<file path="config.mk">
export PLATFORM = sky130hd
export DESIGN_NAME = pipe_stage_reg
export DESIGN_NICKNAME = d
export VERILOG_FILES = /design/src/rtl/pipe_stage_reg.sv
export SDC_FILE = /design/constraint.sdc
export NUM_CORES = 1
export LEC_CHECK = 0
export ABC_AREA = 1
export CORE_UTILIZATION = 50
export CTS_BUF_LIST = sky130_fd_sc_hd__clkbuf_4 sky130_fd_sc_hd__clkbuf_8
export DETAILED_ROUTE_END_ITERATION = 12
export MAX_ROUTING_LAYER = met4
export PLACE_DENSITY_LB_ADDON = 0.12
export SYNTH_ARGS = -nofsm -noshare
export SYNTH_HDL_FRONTEND = slang
export SYNTH_SLANG_ARGS = --single-unit
</file>
<file path="constraint.sdc">
create_clock -name clk -period 2.96 [get_ports clk]
set_input_delay 0.592 -clock clk [delete_from_list [all_inputs] [get_ports clk]]
set_output_delay 0.592 -clock clk [all_outputs]
set_load 0.05 [all_outputs]
</file>
<file path="src/rtl/pipe_stage_reg.sv">
// pipe_stage_reg: valid/ready pipeline register with 2-entry skid buffer and sync flush
// Optional stall/transfer performance counters when PIPE_STAGE_PERF_EN is defined.
module pipe_stage_reg #(
   parameter int WIDTH = 32,
   parameter logic [WIDTH-1:0] RESET_VAL = '0,
   parameter int CNT_WIDTH = 16
) (
   input  logic clk,
   input  logic reset,
   input  logic flush,
   input  logic in_valid,
   output logic in_ready,
   input  logic [WIDTH-1:0] in_data,
   output logic out_valid,
   input  logic out_ready,
`ifdef PIPE_STAGE_PERF_EN
   output logic [WIDTH-1:0] out_data,
   output logic [CNT_WIDTH-1:0] stall_cnt,
   output logic [CNT_WIDTH-1:0] xfer_cnt
`else
   output logic [WIDTH-1:0] out_data
`endif
);
   typedef enum logic [1:0] {EMPTY, BUSY, FULL} state_t;
   state_t state, state_nx;
   logic [WIDTH-1:0] main_data, skid_data, main_nx, skid_nx;
   logic acc, xfer;
   assign in_ready = (state != FULL) & ~flush;
   assign out_valid = state != EMPTY;
   assign out_data = main_data;
   assign acc = in_valid & in_ready;
   assign xfer = out_valid & out_ready;
   always_ff @(posedge clk or posedge reset) begin
      if (reset) begin
         state <= EMPTY;
         main_data <= RESET_VAL;
         skid_data <= RESET_VAL;
      end else begin
         state <= state_nx;
         main_data <= main_nx;
         skid_data <= skid_nx;
      end
   end
   // flush never coincides with acc because in_ready is gated by flush
   always_comb begin
      state_nx = state;
      main_nx = main_data;
      skid_nx = skid_data;
      case (state)
         EMPTY: if (acc) begin
            main_nx = in_data;
            state_nx = BUSY;
         end
         BUSY: if (acc) begin
            main_nx = xfer ? in_data : main_data;
            skid_nx = xfer ? skid_data : in_data;
            state_nx = xfer ? BUSY : FULL;
         end else if (xfer) state_nx = EMPTY;
         FULL: if (xfer) begin
            main_nx = skid_data;
            state_nx = BUSY;
         end
         default: state_nx = EMPTY;
      endcase
      if (flush) state_nx = EMPTY;
   end
`ifdef PIPE_STAGE_PERF_EN
   always_ff @(posedge clk or posedge reset) begin
      if (reset) begin
         stall_cnt <= '0;
         xfer_cnt <= '0;
      end else begin
         if (out_valid & ~out_ready & ~&stall_cnt) stall_cnt <= stall_cnt + 1'b1;
         if (xfer & ~&xfer_cnt) xfer_cnt <= xfer_cnt + 1'b1;
      end
   end
`endif
endmodule

</file>
==> Word-level counts from Yosys, hierarchy flattened <==
Cells that the tools add are included.
W data, S select, Z words.
{ "op_classes": {"n_eq_ne": 10, "muxes": 12, "n_bitwise": 5, "n_reduce_logical": 6} }
{ "op_table": {"columns": ["operator", "n"], "rows": [
  ["$mux W32", 4],
  ["$pmux W32 S3", 1],
  ["$mux W2", 6],
  ["$ne A2 B2 Y1 const B", 5],
  ["$ne A3 B3 Y1 const B", 2],
  ["$pmux W2 S3", 1],
  ["$reduce_and A3 Y1", 2],
  ["$reduce_and A5 Y1", 1],
  ["$ne A4 B4 Y1 const B", 1],
  ["$and A1 B1 Y1", 3],
  ["$reduce_bool A3 Y1", 1],
  ["$eq A2 B1 Y1 const B", 1],
  ["$eq A2 B2 Y1 const B", 1],
  ["$logic_not A2 Y1", 1],
  ["$not A1 Y1", 2],
  ["$reduce_bool A2 Y1", 1]
]} }
{ "word_totals": {"ff_bits": 66, "out_inout_bits": 34} }

==> Depth between registers and ports, before layout <==
Gate-level depths: netlist of run 1.
{ "logic_depth": {"ltp_word": 6, "mapped_depth": 8, "mapped_depth_nobuf": 7} }

==> Least setup slack after synthesis of run 1 <==
Ideal clock, no wire load.
{ "synth_path": {"kind": "in2out", "start": "in flush", "end": "out in_ready", "arrival_ns": 1.352, "required_time_ns": 2.368, "slack_ns": 1.016, "path_stages": 1, "path_buffers": 0, "cell_sequence": "a21oi_1"} }
{ "synth_between": {"elab_chain_cells": 2} }
{ "synth_lines": {"columns": ["item", "line", "text"], "rows": [
  ["start: declaration", "10", "input logic flush,"],
  ["$not A1 Y1", "28", "assign in_ready = (state != FULL) & ~flush;"],
  ["$and A1 B1 Y1", "28", null],
  ["end: declaration", "12", "output logic in_ready,"]
]} }
Every way passes these cells.

==> Worst setup path after layout of run 1 <==
Same ends and word-level chain as after synthesis.

==> impl_metrics.tcl, run 1 <==
set metrics [dict create \
    clk_pin_slew_worst_paths_ns 0.06 \
    tns_ns 0 \
    cts_setup_buffers 0 \
    yosysTopAreaCell "dfrtp_1" \
    finalPower_mw 2.602 \
    crit_path_start_kind "input port" \
    root_buffer "clkbuf_8" \
    post-route-util_pct 65.93 \
    rows 28 \
    ctsHoldBuffers 0 \
    clkLatencyLatePin_ns 0.33 \
    synth_warnings 0 \
    reg2reg_to "out_data[23]" \
    place_congestion 0.6822 \
    avgSynthCellArea_um2 8.367 \
    post_drt_via_cell_ratio 5.014 \
    dr.pass1.iters 4 \
    finalMaxSlewViolations 0 \
    fin_nets 468 \
    core_area_um2 5921 \
    cp.arrival_ns 2.00 \
    relSlewSlack_pct 52.71 \
    rsz0062_at_grt "no" \
    cts_max_path_buffers 2 \
    dieArea_um2 6476 \
    syn_inst 368 \
    dp_cells 495 \
    ios 71 \
    powerDensity_nw_per_um2 666.5 \
    die_x_um 80.48 \
    overflow 0 \
    critPathMaxFanout 4 \
    synthTopCellsByCount "130 x nand2_1, 66 x dfrtp_1, 56 x o21ai_0, 36 x inv_1, 33 x nand3_1" \
    tightest_slew_ns 0.7094 \
    drt_iter0_drc 184 \
    yosysSeqAreaShare_pct 53.64 \
    start_util_pct 52.01 \
    maxCapViolCount 0 \
    cts_max_level 3 \
    cts_buffers 9 \
    finClkSkew_ns 0.006617 \
    syn_area_um2 3079 \
    diodes 0 \
    async_flop_share_pct 100.0 \
    whs_ns 0.4707 \
    grt_pass1_vias 2217 \
    status "completed" \
    synth_top_area_share_pct 53.64 \
    ff2ff_path_depth 6 \
    drc 0 \
    synthTopCellsByArea "dfrtp_1 54%, nand2_1 16%, o21ai_0 9.1%, nand3_1 5.4%, inv_1 4.4%" \
    fin_crit_sh_pct 87.47 \
    syn_to_final_growth_pct 26.78 \
    min_period_ns 2.589 \
    totalWireLength_um 6148 \
    hold_path_depth 2 \
    fill_cells 534 \
    finalSetupViolCount 0 \
    yosysMostFrequentCell "nand2_1" \
    synth_edf_count 0 \
    track_usage_pct 21.08 \
    setup.worst_path.class "in2out" \
    ff2ff_setup_slack_ns 1.02 \
    vdd_drop_max_mv 0.3740 \
    grt_max_degree 67 \
    r2r-start "state[1]" \
    ys_ff_latch 66 \
    grt_pass1_wl_um 10060 \
    holdCritPathClass "reg2reg" \
    multi_input_area_um2 1094 \
    fmax_mhz 386.3 \
    port_buffers 70 \
    synth_flop_cell "dfrtp_1" \
    holdCritStartpoint "out_data[0]" \
    cp-end-kind "primary output" \
    hold_viol 0 \
    synth.distinct_cells 19 \
    grt_antenna_before_repair 0 \
    cts.sinks 66 \
    stdcell_count 511 \
    vias 2562 \
    regArea_um2 1652 \
    whs_endpoint "out_data[0]" \
    die_h_um 80.48 \
    cts_tree "built" \
    worstPathRequired_ns 2.37 \
    p_leak_nw 1.953 \
    drive_above_1_share_pct 6.881 \
    ant_nets 0 \
    syn_nets 405 \
    cts.repair.resized 0 \
    dp_hpwl_um 3753 \
    wl_per_cell_um 12.03 \
]
==> layout make-up <==
class                      count  share of cell area (%)
tap                           75                   2.404
clock buffer                  13                   4.103
multi-input combinational    241                   28.01
timing repair buffer          74                   19.04
sequential                    66                   42.31
inverter                      39                   3.750
clock inverter                 3                  0.3846
==> through the flow <==
stage / cell area [um^2] / worst slack, ns
final: 3904 / 0.3710
after global routing: 3904 / 0.3122
after CTS: 3904 / 0.3520
after detailed placement: 3729 / 0.3620
after global placement: 3729 / 0.3794
after floorplan: 3079 / 0.7132
==> layout by cell type (no fill, tap or decap), drive strengths merged, types with 4 or more instances in the layout <==
cell	n
o21ai	65
inv	39
dfrtp	66
buf	4
nand3	33
nand2	134
clkdlybuf4s50	70
nor2	4
clkbuf	13
==> cell families after synthesis <==
kind of cell           after synthesis  share of synthesized area (%)
and+or+nand+nor                    174                          24.62
AOI/OAI and AO/OA                   67                          10.89
buffers and inverters               61                          10.85
DFF                                 66                          53.64
==> worst max path at each step <==
stage          depth (start not counted)           to   from
6_report                               3     in_ready  flush
5_1_grt                                3     in_ready  flush
4_1_cts                                3     in_ready  flush
3_5_place_dp                           3     in_ready  flush
3_3_place_gp                           3     in_ready  flush
2_1_floorplan                          1  out_data[0]  reset
==> report_power, final <==
group          internal (mW)  leakage, nW  switching (mW)  total (mW)
logic                  0.265         1.09           0.495       0.761
registers               1.10        0.768          0.0728        1.17
clock network          0.351       0.0974           0.322       0.673
total                   1.71         1.95           0.890        2.60
==> worst max-delay path, cell delays in order <==
cell and delay [ns]:
clkdlybuf4s50_1 0.45, a21oi_1 0.14, clkdlybuf4s50_1 0.81
==> metal layers <==
metal,vias up,wire length [um],GRT usage [%]
li1,1285,-,-
met5,-,0,-
met4,0,59,7.321
met3,7,275,4.773
met1,1198,2983,29.23
met2,72,2829,30.42
==> registers in the layout (all words and copies together), names as in the netlist <==
signal	flops
out_data	32
skid_data	32
state	2
(Power assumes the default switching activity.)
==> run 2, diff against run 1 <==
CORE_MARGIN = 1   (was not set)
==> results of run 2 <==
No change in the layout: final DEF, timing and power equal those of run 1.
